`src/rtl/rs_issue_sel.sv`:
```
// Oldest-first issue select for one reservation station: an age matrix is updated at allocation,
// a combinational one-hot grant is returned in rs1, and the winning packet is registered into ex0.
package rs_issue_sel_pkg;
  typedef struct packed {
    logic       valid;
    logic [5:0] rob_id;
  } t_nuke_pkt;

  typedef struct packed {
    logic [7:0]  rob_id;
    logic [7:0]  uop;
    logic [15:0] imm;
  } t_iss_pkt;
endpackage

module rs_issue_sel
  import rs_issue_sel_pkg::*;
#(
  parameter int NUM_ENTRIES = 8
) (
  input  logic                   clk,
  input  logic                   reset_n,
  input  t_nuke_pkt              nuke_rb1,
  input  logic [NUM_ENTRIES-1:0] alloc_rs0,
  input  logic [NUM_ENTRIES-1:0] req_issue_rs1,
  input  t_iss_pkt               issue_pkt_rs1 [NUM_ENTRIES],
  output logic [NUM_ENTRIES-1:0] gnt_issue_rs1,
  input  logic                   ex_stall_ex0,
  output logic                   iss_valid_ex0,
  output t_iss_pkt               iss_pkt_ex0
);
  localparam int IW = $clog2(NUM_ENTRIES);

  // age_q[i][j] = 1 means entry i is older than entry j; the diagonal is never written.
  logic [NUM_ENTRIES-1:0] age_q   [NUM_ENTRIES];
  logic [NUM_ENTRIES-1:0] age_col [NUM_ENTRIES];
  logic [NUM_ENTRIES-1:0] cand;
  logic [NUM_ENTRIES-1:0] win_oh;
  logic [IW-1:0]          win_idx;
  logic                   gnt_en;
  logic                   unused_nuke_bits;

  assign unused_nuke_bits = ^nuke_rb1.rob_id;

  always_ff @(posedge clk) begin
    if (!reset_n) begin
      for (int i = 0; i < NUM_ENTRIES; i++) age_q[i] <= '0;
    end else begin
      for (int i = 0; i < NUM_ENTRIES; i++) begin
        for (int j = 0; j < NUM_ENTRIES; j++) begin
          if (i != j) begin
            if (alloc_rs0[j])      age_q[i][j] <= 1'b1;
            else if (alloc_rs0[i]) age_q[i][j] <= 1'b0;
          end
        end
      end
    end
  end

  always_comb begin
    for (int i = 0; i < NUM_ENTRIES; i++) begin
      age_col[i] = '0;
      for (int j = 0; j < NUM_ENTRIES; j++) age_col[i][j] = age_q[j][i];
    end
  end

  // A requester is a candidate when no older entry is also requesting.
  always_comb begin
    cand = '0;
    for (int i = 0; i < NUM_ENTRIES; i++)
      cand[i] = req_issue_rs1[i] & ~|(req_issue_rs1 & age_col[i]);
  end

  // Ties only arise between never-allocated entries; the lowest index wins.
  always_comb begin
    win_idx = '0;
    for (int i = NUM_ENTRIES - 1; i >= 0; i--)
      if (cand[i]) win_idx = IW'(i);
    win_oh = cand & (~cand + NUM_ENTRIES'(1));
  end

  assign gnt_en        = reset_n & ~nuke_rb1.valid & ~(iss_valid_ex0 & ex_stall_ex0);
  assign gnt_issue_rs1 = gnt_en ? win_oh : '0;

  // ex0 handshake: the packet transfers to EX on a cycle with iss_valid_ex0=1 and
  // ex_stall_ex0=0; while stalled, valid and packet hold and no new grant is given.
  always_ff @(posedge clk) begin
    if (!reset_n) begin
      iss_valid_ex0 <= 1'b0;
      iss_pkt_ex0   <= '0;
    end else if (nuke_rb1.valid) begin
      iss_valid_ex0 <= 1'b0;
    end else if (iss_valid_ex0 && ex_stall_ex0) begin
      iss_valid_ex0 <= 1'b1;
    end else if (|gnt_issue_rs1) begin
      iss_valid_ex0 <= 1'b1;
      iss_pkt_ex0   <= issue_pkt_rs1[win_idx];
    end else begin
      iss_valid_ex0 <= 1'b0;
    end
  end

  a_alloc_onehot: assert property (@(posedge clk) disable iff (!reset_n) $onehot0(alloc_rs0));
  a_gnt_onehot:   assert property (@(posedge clk) disable iff (!reset_n) $onehot0(gnt_issue_rs1));
  a_gnt_has_req:  assert property (@(posedge clk) disable iff (!reset_n)
                                   (gnt_issue_rs1 & ~req_issue_rs1) == '0);
  a_no_alloc_gnt: assert property (@(posedge clk) disable iff (!reset_n)
                                   (alloc_rs0 & gnt_issue_rs1) == '0);
endmodule
```
`config.mk`:
```
export PLATFORM = sky130hd
export DESIGN_NAME = rs_issue_sel
export DESIGN_NICKNAME = d
export VERILOG_FILES = /design/src/rtl/rs_issue_sel.sv
export SDC_FILE = /design/constraint.sdc
export NUM_CORES = 1
export LEC_CHECK = 0
export CORE_MARGIN = 3
export CORE_UTILIZATION = 45
export CTS_CLUSTER_SIZE = 40
export DETAILED_ROUTE_END_ITERATION = 8
export PLACE_DENSITY = 0.88
export SLEW_MARGIN = 20
export SYNTH_ARGS = -nofsm -noshare
export SYNTH_HDL_FRONTEND = slang
export SYNTH_SLANG_ARGS = --single-unit
```
`constraint.sdc`:
```
create_clock -name clk -period 5.6 [get_ports clk]
set_clock_uncertainty 0.1 [all_clocks]
set_input_delay 1.12 -clock clk [delete_from_list [all_inputs] [get_ports clk]]
set_output_delay 1.12 -clock clk [all_outputs]
set_load 0.005 [all_outputs]
```
==> qor.tcl, run 1 <==
set qor(preCtsSetupSlack_ps) 607
set qor(number_of_antenna_violating_nets_in_the_routed_design) 0
set qor(tritoncts_num_sinks) 92
set qor(fp.dieArea_um2) 16300
set qor(yosys_warnings) 0
set qor(detailed_place_hpwl_um) 19600
set qor(tritoncts) {built}
set qor(clock_latency_ps) 350
set qor(critPathMaxFanout) 9
set qor(mappedNetlistArea_um2) 6650
set qor(cts.reportedPaths.clkPinSlew_ps) 70
set qor(die_height_um) 128
set qor(reg2regPathDepth) 8
set qor(first_pass_grt_wire_length_um) 38300
set qor(num-nets-final) 1249
set qor(worst-setup-path-type) {in2out}
set qor(drv_cap) 0
set qor(cts.hold.buffers_added) 0
set qor(required_ps) 4380
set qor(postPlaceCellArea_um2) 9820
set qor(max_slew.worst_pin.slew_ps) 943
set qor(synth.distinct_cells) 44
set qor(synth-xor-area-share_pct) 0
set qor(arrival_ps) 3800
set qor(max_freq_mhz) 199
set qor(timing.final.crit_period_ps) 5020
set qor(sequential_cell_area_um2) 2400
set qor(final.setup.worst_slack_ps) 578
set qor(globalRouteMet1Util_pct) 40.8
set qor(setup-tns-final_ps) 0
set qor(routed-via-count) 6588
set qor(leakage_nw) 3.88
set qor(outcome) {finished clean}
set qor(buffer_ports.inserted) 316
set qor(count_of_tritonroute_iterations_in_the_first_routing_pass) 5
set qor(holdPathStages) 1
set qor(i_o_pin_count) 323
set qor(fillers) 1091
set qor(synth-seq-cells) 92
set qor(hold_viol_final) 0
set qor(multi_input_comb_area_um2) 3850
set qor(global_route.usage.met3_pct) 8.32
set qor(endpoint_kind) {output pin}
set qor(cts_resized) 0
set qor(initialDrtViolationCount) 776
set qor(finalMaxSlewViolations) 0
set qor(post_synth_and_or_nand_nor_area_fraction_pct) 21.9
set qor(gr_usage_total_pct) 30.6
set qor(areaGrowthSynthToFinish_pct) 52.3
set qor(grt.busiest_layer) {met2}
set qor(compound_cell_area_share_of_the_yosys_netlist_pct) 18.8
set qor(critPathLaunchType) {input port}
set qor(dominant_combinational_cell_family_by_area_after_synthesis) {simple AND/OR/NAND/NOR gates}
set qor(routabilityCongestion) 0.893
set qor(post_synthesis_cell_count) 690
set qor(grt_use_met2_pct) 50.4
set qor(rsz0062_at_grt) {false}
set qor(muxShareOfSynthArea_pct) 16.7
set qor(syn_nets) 972
set qor(hold_slack_ps) 354
set qor(worst_max_slew_margin_expressed_relative_to_the_limit_pct) 37.0
set qor(grt_overflow_total) 0
set qor(max-clock-path-buffers) 2
set qor(cts_htree_levels) 3
set qor(insertedDiodeCount) 0
set qor(avgViaCountPerCell) 5.72
set qor(drive_above_1_share_pct) 10.8
set qor(floorplan.core_area_um2) 14100
set qor(setup_violations) 0
set qor(tritoncts.num_buffers) 9
set qor(routed_wirelength_normalized_by_instance_count_um) 22.4
set qor(buffers_inserted_during_post_cts_setup_optimization) 0
set qor(grt_antenna_before_repair) 4
set qor(vias_in_the_first_global_route) 6405
set qor(drc) 0
set qor(synth-seq-area-share_pct) 36.1
set qor(synth.avg_cell_area_um2) 9.64
set qor(route.final.wire_length_um) 25800
set qor(pin_count_of_the_biggest_net_entering_global_routing) 104
set qor(hp-class) {reg2reg}
set qor(starting_density_pct) 47.0
set qor(finish.instance_area_um2) 10100
set qor(cts_root_buf) {sky130_fd_sc_hd__clkbuf_16}
set qor(power_per_cell_area_nw_per_um2) 238
set qor(row_count) 43
set qor(timing.final.crit_share_pct) 89.7
set qor(vdd_ir_drop_max_mv) 0.205
set qor(die_width_um) 128
set qor(synth_adder_area_share_pct) 0
where the power goes:
group | internal (mW) | switching (mW) | total (mW)
Combinational | 0.515 | 0.430 | 0.945
Clock | 0.358 | 0.293 | 0.651
Sequential | 0.784 | 0.0264 | 0.810
Total | 1.66 | 0.749 | 2.41
final cells by class:
type,instances,share of cell area (%)
Tap cell,180,2.22
Inverter,11,0.408
Multi-Input combinational cell,523,38.0
Sequential cell,92,23.7
Timing Repair Buffer,330,32.6
Clock inverter,6,0.778
Clock buffer,10,2.26
per-stage QoR:
step | std cells | power, mW | utilization, %
5_1_grt | 1152 | 2.51 | 71.6
4_1_cts | 1152 | 2.40 | 71.6
2_1_floorplan | 690 | 1.40 | -
6_report | 1152 | 2.41 | 71.6
3_3_place_gp | 1136 | 1.74 | 69.4
3_5_place_dp | 1136 | 1.76 | 69.4
routing by layer:
| metal | part of all wire, % | vias up |
|---|---|---|
| li1 | - | 3071 |
| met1 | 40 | 3123 |
| met2 | 49 | 342 |
| met3 | 9.7 | 44 |
| met4 | 1.8 | 8 |
| met5 | 0.26 | - |
flip-flops by register name, indices dropped and copies added, names as in the netlist:
name           cells
iss_pkt_ex0       32
iss_valid_ex0      1
age_q             59
placed cells by master, fill, tap and decap left out, drive strengths merged, types with 10 or more instances in the layout:
cell	synthesis	layout
a2111oi	32	32
a211oi	35	35
a21boi	14	14
a22oi	14	14
and2	82	82
and3	32	32
buf	23	15
clkbuf	41	10
clkdlybuf4s50	0	315
dfxtp	36	36
edfxtp	56	56
inv	10	15
mux2	32	32
mux2i	64	64
nand2	128	128
o21ai	33	33
logic make-up (layout without fill, tap and decap cells):
family                 Yosys count  in the layout
AND/OR/NAND/NOR                285            285
AO/OA/AOI/OAI                  142            142
multiplexers                    96             96
buffers and inverters           75            357
flip-flops                      92             92
synth_stat cells (all sizes together):
| library cell | n | share of area (%) |
|---|---|---|
| nand2 | 128 | 7.2 |
| and2 | 82 | 7.8 |
| mux2i | 64 | 9.6 |
| edfxtp | 56 | 25 |
| clkbuf | 41 | 2.4 |
| dfxtp | 36 | 11 |
| a211oi | 35 | 4.0 |
| o21ai | 33 | 2.5 |
| a2111oi | 32 | 7.1 |
| and3 | 32 | 3.0 |
| mux2 | 32 | 7.1 |
| buf | 23 | 3.5 |
| a21boi | 14 | 1.6 |
| a22oi | 14 | 1.6 |
| inv | 10 | 0.56 |
| nand3 | 9 | 0.68 |
| nor2 | 9 | 0.51 |
| nand4 | 7 | 0.75 |
| nor2b | 6 | 0.56 |
| a221oi | 5 | 0.94 |
| a22o | 5 | 0.66 |
| and4 | 4 | 0.53 |
| a21oi | 2 | 0.15 |
| nor3 | 2 | 0.15 |
| a311o | 1 | 0.15 |
| and4b | 1 | 0.15 |
| clkinv | 1 | 0.056 |
| nand3b | 1 | 0.11 |
| nand4b | 1 | 0.13 |
| nor3b | 1 | 0.11 |
| nor4 | 1 | 0.094 |
| o21a | 1 | 0.13 |
| or2 | 1 | 0.094 |
critical path, cell delays in order:
cell and delay, ps:
sky130_fd_sc_hd__clkdlybuf4s50_1 780, sky130_fd_sc_hd__a22oi_1 220, sky130_fd_sc_hd__and4_1 250, sky130_fd_sc_hd__or2_2 350, sky130_fd_sc_hd__nor3_1 310, sky130_fd_sc_hd__nand2_1 150, sky130_fd_sc_hd__nor2_1 120, sky130_fd_sc_hd__clkdlybuf4s50_1 510
worst paths after layout:
path                    start               end  slack (ps)
min reg2reg      age_q[1][13]      age_q[1][13]         350
min              age_q[1][13]      age_q[1][13]         350
max reg2reg       age_q[1][6]   iss_pkt_ex0[22]        2350
max          req_issue_rs1[4]  gnt_issue_rs1[7]         580
(Power assumes the default switching activity.)
==> run 2, diff against run 1 <==
--- a/config.mk
+++ b/config.mk
@@ -5,6 +5,7 @@
 export SDC_FILE = /design/constraint.sdc
 export NUM_CORES = 1
 export LEC_CHECK = 0
+export CORE_ASPECT_RATIO = 1.4
 export CORE_MARGIN = 3
 export CORE_UTILIZATION = 45
 export CTS_CLUSTER_SIZE = 40
==> run 2 against run 1 <==
Compared with the run above: global-route usage shrank 1.5 points; total power is essentially flat; register-to-register slack is essentially flat; largest cell class unchanged; critical path type unchanged.
==> qor.tcl, run 2 (synthesis gave the netlist of run 1 again) <==
set qor(max_slew.worst_pin.slew_ps) 1110 ;# +169 ps
set qor(detailed_place_hpwl_um) 19400 ;# -0.84%
set qor(floorplan.core_area_um2) 14200 ;# +0.12%
set qor(rr_endpoint) {iss_pkt_ex0[21]}
set qor(power_per_cell_area_nw_per_um2) 236 ;# -0.53%
set qor(die_width_um) 109 ;# -15%
set qor(final_cell_mix) {315 x sky130_fd_sc_hd__clkdlybuf4s50_1, 128 x sky130_fd_sc_hd__nand2_1, 81 x sky130_fd_sc_hd__and2_1, 64 x sky130_fd_sc_hd__mux2i_1, 56 x sky130_fd_sc_hd__edfxtp_1}
set qor(layout_commonest_cell) {sky130_fd_sc_hd__clkdlybuf4s50_1}
set qor(worst_max_slew_margin_expressed_relative_to_the_limit_pct) 25.7 ;# -11 points
set qor(tritoncts_num_sinks) 92 ;# unchanged
set qor(number_of_antenna_violating_nets_in_the_routed_design) 0 ;# unchanged
set qor(vdd_ir_drop_max_mv) 0.198 ;# -3.0%
set qor(buffer_ports.inserted) 316 ;# unchanged
set qor(timing.final.crit_share_pct) 89.1 ;# -0.57 points
set qor(buffers_inserted_during_post_cts_setup_optimization) 0 ;# unchanged
set qor(max_freq_mhz) 200 ;# +0.64%
set qor(count_of_tritonroute_iterations_in_the_first_routing_pass) 5 ;# unchanged
set qor(critPathLaunchType) {input port}
set qor(max-clock-path-buffers) 2 ;# unchanged
set qor(route.final.wire_length_um) 24900 ;# -3.3%
set qor(setup-tns-final_ps) 0 ;# unchanged
set qor(routed_wirelength_normalized_by_instance_count_um) 21.4 ;# -4.3%
set qor(endpoint_kind) {output pin}
set qor(areaGrowthSynthToFinish_pct) 53.1
set qor(cts.reportedPaths.clkPinSlew_ps) 70 ;# about the same
set qor(drive_above_1_share_pct) 11.3 ;# +0.46 points
set qor(starting_density_pct) 47.0 ;# -0.054 points
set qor(routabilityCongestion) 0.925 ;# +3.6%
set qor(first_pass_grt_wire_length_um) 35700 ;# -6.8%
set qor(arrival_ps) 3770 ;# -30 ps
set qor(drv_cap) 0 ;# unchanged
set qor(tritoncts) {built}
set qor(hp-class) {reg2reg}
set qor(gr_usage_total_pct) 29.1 ;# -1.5 points
set qor(row_count) 51 ;# +19%
set qor(regMostFlops) {age_q}
set qor(largest_register_ff_count) 59 ;# unchanged
set qor(internal_reg_to_reg_setup_slack_ps) 2350 ;# about the same
set qor(critPathMaxFanout) 8 ;# -1
set qor(initialDrtViolationCount) 396 ;# -49%
set qor(clock_latency_ps) 350 ;# about the same
set qor(hold_viol_final) 0 ;# unchanged
set qor(die_height_um) 150 ;# +17%
set qor(reg2regPathDepth) 8 ;# unchanged
set qor(leakage_nw) 3.91 ;# +0.65%
set qor(routed-via-count) 6545 ;# -0.65%
set qor(critical_path.reg2reg.startpoint) {age_q[0][4]}
set qor(i_o_pin_count) 323 ;# unchanged
set qor(outcome) {finished clean}
set qor(fp.dieArea_um2) 16300 ;# +0.13%
set qor(layout_top_registers) {age_q: 59 flops, iss_pkt_ex0: 32 flops, iss_valid_ex0: 1 flops}
set qor(setup_violations) 0 ;# unchanged
set qor(pin_count_of_the_biggest_net_entering_global_routing) 62 ;# -40%
set qor(tritoncts.num_buffers) 9 ;# unchanged
set qor(drc) 0 ;# unchanged
set qor(required_ps) 4380 ;# about the same
set qor(worst_hold_startpoint) {age_q[1][31]}
set qor(hold_end) {age_q[1][31]}
set qor(worst-setup-path-type) {in2out}
set qor(grt_antenna_before_repair) 7 ;# +3
set qor(cts_htree_levels) 3 ;# unchanged
set qor(timing.final.crit_period_ps) 4990 ;# -32.0 ps
set qor(cts.hold.buffers_added) 0 ;# unchanged
set qor(p_total_mw) 2.41 ;# about the same
set qor(num-nets-final) 1254 ;# +0.40%
set qor(cts_root_buf) {sky130_fd_sc_hd__clkbuf_16}
set qor(vias_in_the_first_global_route) 6417 ;# +0.19%
set qor(finalMaxSlewViolations) 0 ;# unchanged
set qor(holdPathStages) 1 ;# unchanged
set qor(grt_overflow_total) 0 ;# unchanged
set qor(avgViaCountPerCell) 5.62 ;# -1.7%
set qor(rsz0062_at_grt) {false}
set qor(cts_resized) 0 ;# unchanged
[run 2: stage by stage]
| stage | setup WS [ps] | cell area [µm²] | std cells | hold WS, ps | util, % |
|---|---|---|---|---|---|
| finish | 610 | 10200 | 1164 | 374 | 71.9 |
| global route | 491 | 10200 | 1164 | 406 | 71.9 |
| CTS | 627 | 10200 | 1162 | 374 | 71.8 |
| detailed placement | 644 | 9850 | 1146 | 354 | 69.5 |
| global placement | 681 | 9850 | 1146 | 345 | 69.5 |
| floorplan | 1910 | 6650 | 690 | 320 | - |
[run 2: worst max path at each step]
stage,from,slack [ps],endpoint,cells after the start
global placement,req_issue_rs1[5],680,gnt_issue_rs1[7],8
detailed placement,req_issue_rs1[5],640,gnt_issue_rs1[7],8
CTS,req_issue_rs1[5],630,gnt_issue_rs1[6],8
floorplan,req_issue_rs1[5],1910,gnt_issue_rs1[7],7
global route,req_issue_rs1[5],490,gnt_issue_rs1[6],8
finish,req_issue_rs1[5],610,gnt_issue_rs1[6],8
[run 2: layer usage]
layer | vias to the layer above | wire [µm] | track usage [%]
met4 | 10 | 619 | 9.60
met1 | 3059 | 8930 | 34.6
met3 | 57 | 2630 | 7.90
met2 | 333 | 12700 | 50.3
li1 | 3086 | - | -
met5 | - | 72 | 0
[run 2: final cells by class]
class                      count  area, µm²
fill                        1060       3980
multi-input combinational    523       3850
timing repair buffer         335       3330
sequential                    92       2400
tap                          185        231
clock buffer                   9        225
clock inverter                 7        103
inverter                      11       41.3
antenna                        2       5.00
[run 2: where the power goes]
| part | switching (mW) | internal (mW) | leakage [nW] |
|---|---|---|---|
| combinational | 0.423 | 0.516 | 2.84 |
| sequential | 0.0247 | 0.784 | 0.911 |
| clock | 0.296 | 0.363 | 0.160 |
[run 2: worst max-delay path: stages]
cell	delay, ps
sky130_fd_sc_hd__clkdlybuf4s50_1	790
sky130_fd_sc_hd__a22oi_1	190
sky130_fd_sc_hd__and4_1	250
sky130_fd_sc_hd__or2_2	350
sky130_fd_sc_hd__nor3_1	300
sky130_fd_sc_hd__nand2_1	140
sky130_fd_sc_hd__nor2_1	110
sky130_fd_sc_hd__clkdlybuf4s50_1	510
==> run 3, diff against run 2 <==
--- a/config.mk
+++ b/config.mk
@@ -5,12 +5,11 @@
 export SDC_FILE = /design/constraint.sdc
 export NUM_CORES = 1
 export LEC_CHECK = 0
-export CORE_ASPECT_RATIO = 1.4
-export CORE_MARGIN = 3
-export CORE_UTILIZATION = 45
+export CORE_AREA = 2 2 125 127
 export CTS_CLUSTER_SIZE = 40
 export DETAILED_ROUTE_END_ITERATION = 8
-export PLACE_DENSITY = 0.88
+export DIE_AREA = 0 0 127 129
+export PLACE_DENSITY = 0.87
 export SLEW_MARGIN = 20
 export SYNTH_ARGS = -nofsm -noshare
 export SYNTH_HDL_FRONTEND = slang
==> run 3 against run 2 <==
Compared with the run above: global-route usage is 0.53 points higher; non-clock buffer count down 4; critical path depth up 1; sequential power about the same; core utilization is 4.4 points lower; critical endpoint is now gnt_issue_rs1[7].
==> qor.tcl, run 3 (synthesis gave the netlist of run 1 again) <==
set qor(finalMaxSlewViolations) 0 ;# unchanged
set qor(largest_register_ff_count) 59 ;# unchanged
set qor(initialDrtViolationCount) 575 ;# +45%
set qor(postPlaceCellArea_um2) 9820 ;# -0.27%
set qor(worst-setup-path-type) {in2out}
set qor(tritoncts_num_sinks) 92 ;# unchanged
set qor(gr_usage_total_pct) 29.6 ;# +0.53 points
set qor(number_of_antenna_violating_nets_in_the_routed_design) 0 ;# unchanged
set qor(routed_wirelength_normalized_by_instance_count_um) 21.4 ;# about the same
set qor(switching_power_uw) 724 ;# -2.7%
set qor(p_total_mw) 2.32 ;# -3.4%
set qor(die_height_um) 129 ;# -14%
set qor(net_switching_share_of_the_total_power_pct) 31.1 ;# +0.24 points
set qor(vdd_ir_drop_max_mv) 0.172 ;# -14%
set qor(timing.final.crit_share_pct) 88.7 ;# -0.36 points
set qor(setup_violations) 0 ;# unchanged
set qor(row_count) 45 ;# -12%
set qor(cts_root_buf) {sky130_fd_sc_hd__clkbuf_16}
set qor(vias_in_the_first_global_route) 6449 ;# +0.50%
set qor(avgViaCountPerCell) 5.60 ;# -0.38%
set qor(drv_cap) 0 ;# unchanged
set qor(hold_slack_ps) 369 ;# -5.08 ps
set qor(buffer_ports.inserted) 316 ;# unchanged
set qor(areaGrowthSynthToFinish_pct) 52.0
set qor(starting_density_pct) 44.4 ;# -2.5 points
set qor(preCtsSetupSlack_ps) 653 ;# +8.96 ps
set qor(i_o_pin_count) 323 ;# unchanged
set qor(layout_top_registers) {age_q: 59 flops, iss_pkt_ex0: 32 flops, iss_valid_ex0: 1 flops}
set qor(routed-via-count) 6520 ;# -0.38%
set qor(critPathLaunchType) {input port}
set qor(final_core_utilization_pct) 67.5 ;# -4.4 points
set qor(drc) 0 ;# unchanged
set qor(rsz0062_at_grt) {false}
set qor(max_freq_mhz) 201 ;# +0.41%
set qor(setup-tns-final_ps) 0 ;# unchanged
set qor(first_pass_grt_wire_length_um) 36900 ;# +3.4%
set qor(cts_htree_levels) 3 ;# unchanged
set qor(layout_commonest_cell) {sky130_fd_sc_hd__clkdlybuf4s50_1}
set qor(drive_above_1_share_pct) 10.8 ;# -0.46 points
set qor(max_slew.worst_pin.slew_ps) 979 ;# -134 ps
set qor(hp-class) {reg2reg}
set qor(grt_overflow_total) 0 ;# unchanged
set qor(cts.reportedPaths.clkPinSlew_ps) 70 ;# about the same
set qor(pin_count_of_the_biggest_net_entering_global_routing) 103 ;# +66%
set qor(num-nets-final) 1250 ;# -0.32%
set qor(place.detailed.instances) 1145 ;# -0.087%
set qor(floorplan.core_area_um2) 15000 ;# +5.7%
set qor(cts.hold.buffers_added) 0 ;# unchanged
set qor(required_ps) 4380 ;# about the same
set qor(power_report.internal_total_mw) 1.60 ;# -3.8%
set qor(power_frac_clock_pct) 25.0 ;# -2.4 points
set qor(tritoncts.num_buffers) 9 ;# unchanged
set qor(clock_latency_ps) 350 ;# about the same
set qor(regMostFlops) {age_q}
set qor(endpoint_kind) {output pin}
set qor(internal_reg_to_reg_setup_slack_ps) 2410 ;# +60 ps
set qor(fillers) 1166 ;# +10%
set qor(routabilityCongestion) 0.897 ;# -3.1%
set qor(final.setup.worst_slack_ps) 631 ;# +20.2 ps
set qor(final_cell_mix) {315 x sky130_fd_sc_hd__clkdlybuf4s50_1, 128 x sky130_fd_sc_hd__nand2_1, 81 x sky130_fd_sc_hd__and2_1, 64 x sky130_fd_sc_hd__mux2i_1, 56 x sky130_fd_sc_hd__edfxtp_1}
set qor(detailed_place_hpwl_um) 18900 ;# -3.0%
set qor(tritoncts) {built}
set qor(pwr-share-seq_pct) 34.8 ;# +1.2 points
set qor(cts_resized) 0 ;# unchanged
set qor(route.final.wire_length_um) 24900 ;# about the same
set qor(worst_max_slew_margin_expressed_relative_to_the_limit_pct) 34.6 ;# +9.0 points
set qor(arrival_ps) 3750 ;# -20 ps
set qor(power_per_cell_area_nw_per_um2) 230 ;# -2.7%
set qor(outcome) {finished clean}
set qor(max-clock-path-buffers) 2 ;# unchanged
set qor(finish.instance_area_um2) 10100 ;# -0.73%
set qor(hold_viol_final) 0 ;# unchanged
set qor(timing.final.crit_period_ps) 4970 ;# -20.2 ps
set qor(die_width_um) 127 ;# +17%
set qor(critPathMaxFanout) 8 ;# unchanged
set qor(power_frac_comb_pct) 40.2 ;# +1.2 points
set qor(leakage_nw) 3.86 ;# -1.1%
set qor(fp.dieArea_um2) 16400 ;# +0.53%
set qor(layoutNonFillerInstCount) 1164 ;# unchanged
set qor(count_of_tritonroute_iterations_in_the_first_routing_pass) 5 ;# unchanged
set qor(buffers_inserted_during_post_cts_setup_optimization) 0 ;# unchanged
set qor(grt_antenna_before_repair) 6 ;# -1
==> run 3: per-layer routing <==
| metal | GRT usage [%] | share of wire [%] |
|---|---|---|
| met4 | 11.1 | 2.8 |
| met5 | 0 | 0.052 |
| met2 | 48.8 | 48 |
| met3 | 10.2 | 9.8 |
| met1 | 36.1 | 39 |
==> run 3: worst max-delay path, stage by stage <==
cell and delay, ps:
sky130_fd_sc_hd__clkdlybuf4s50_1 750, sky130_fd_sc_hd__a22o_1 210, sky130_fd_sc_hd__a221oi_2 50, sky130_fd_sc_hd__and4_1 220, sky130_fd_sc_hd__or2_2 350, sky130_fd_sc_hd__nor3_1 300
sky130_fd_sc_hd__nand2_1 130, sky130_fd_sc_hd__nor2_1 110, sky130_fd_sc_hd__clkdlybuf4s50_1 510
==> run 3: final cells by class <==
type                    count  area [µm²]  share of cell area (%)
multi-input cells         523        3850                    38.1
well taps                 188         235                    2.33
clock buffers               9         225                    2.23
repair buffers            331        3300                    32.6
clock inverters             6        47.5                   0.470
flip-flops and latches     92        2400                    23.8
inverters                  11        41.3                   0.408
diodes                      4        10.0                  0.0990
==> run 3: path summary, 6_finish.rpt <==
check / from / end / cells past startpoint
max: req_issue_rs1[7] / gnt_issue_rs1[7] / 9
min: age_q[1][31] / age_q[1][31] / 1
max reg2reg: age_q[0][8] / iss_pkt_ex0[28] / 9
min reg2reg: age_q[1][31] / age_q[1][31] / 1
==> run 3: power groups by stage <==
stage | Sequential, mW | Combinational (mW) | Clock (mW)
2_1_floorplan | 0.820 | 0.580 | 0
5_1_grt | 0.815 | 0.995 | 0.621
4_1_cts | 0.808 | 0.931 | 0.591
3_3_place_gp | 0.820 | 0.913 | 0
3_5_place_dp | 0.823 | 0.926 | 0
6_report | 0.809 | 0.935 | 0.581
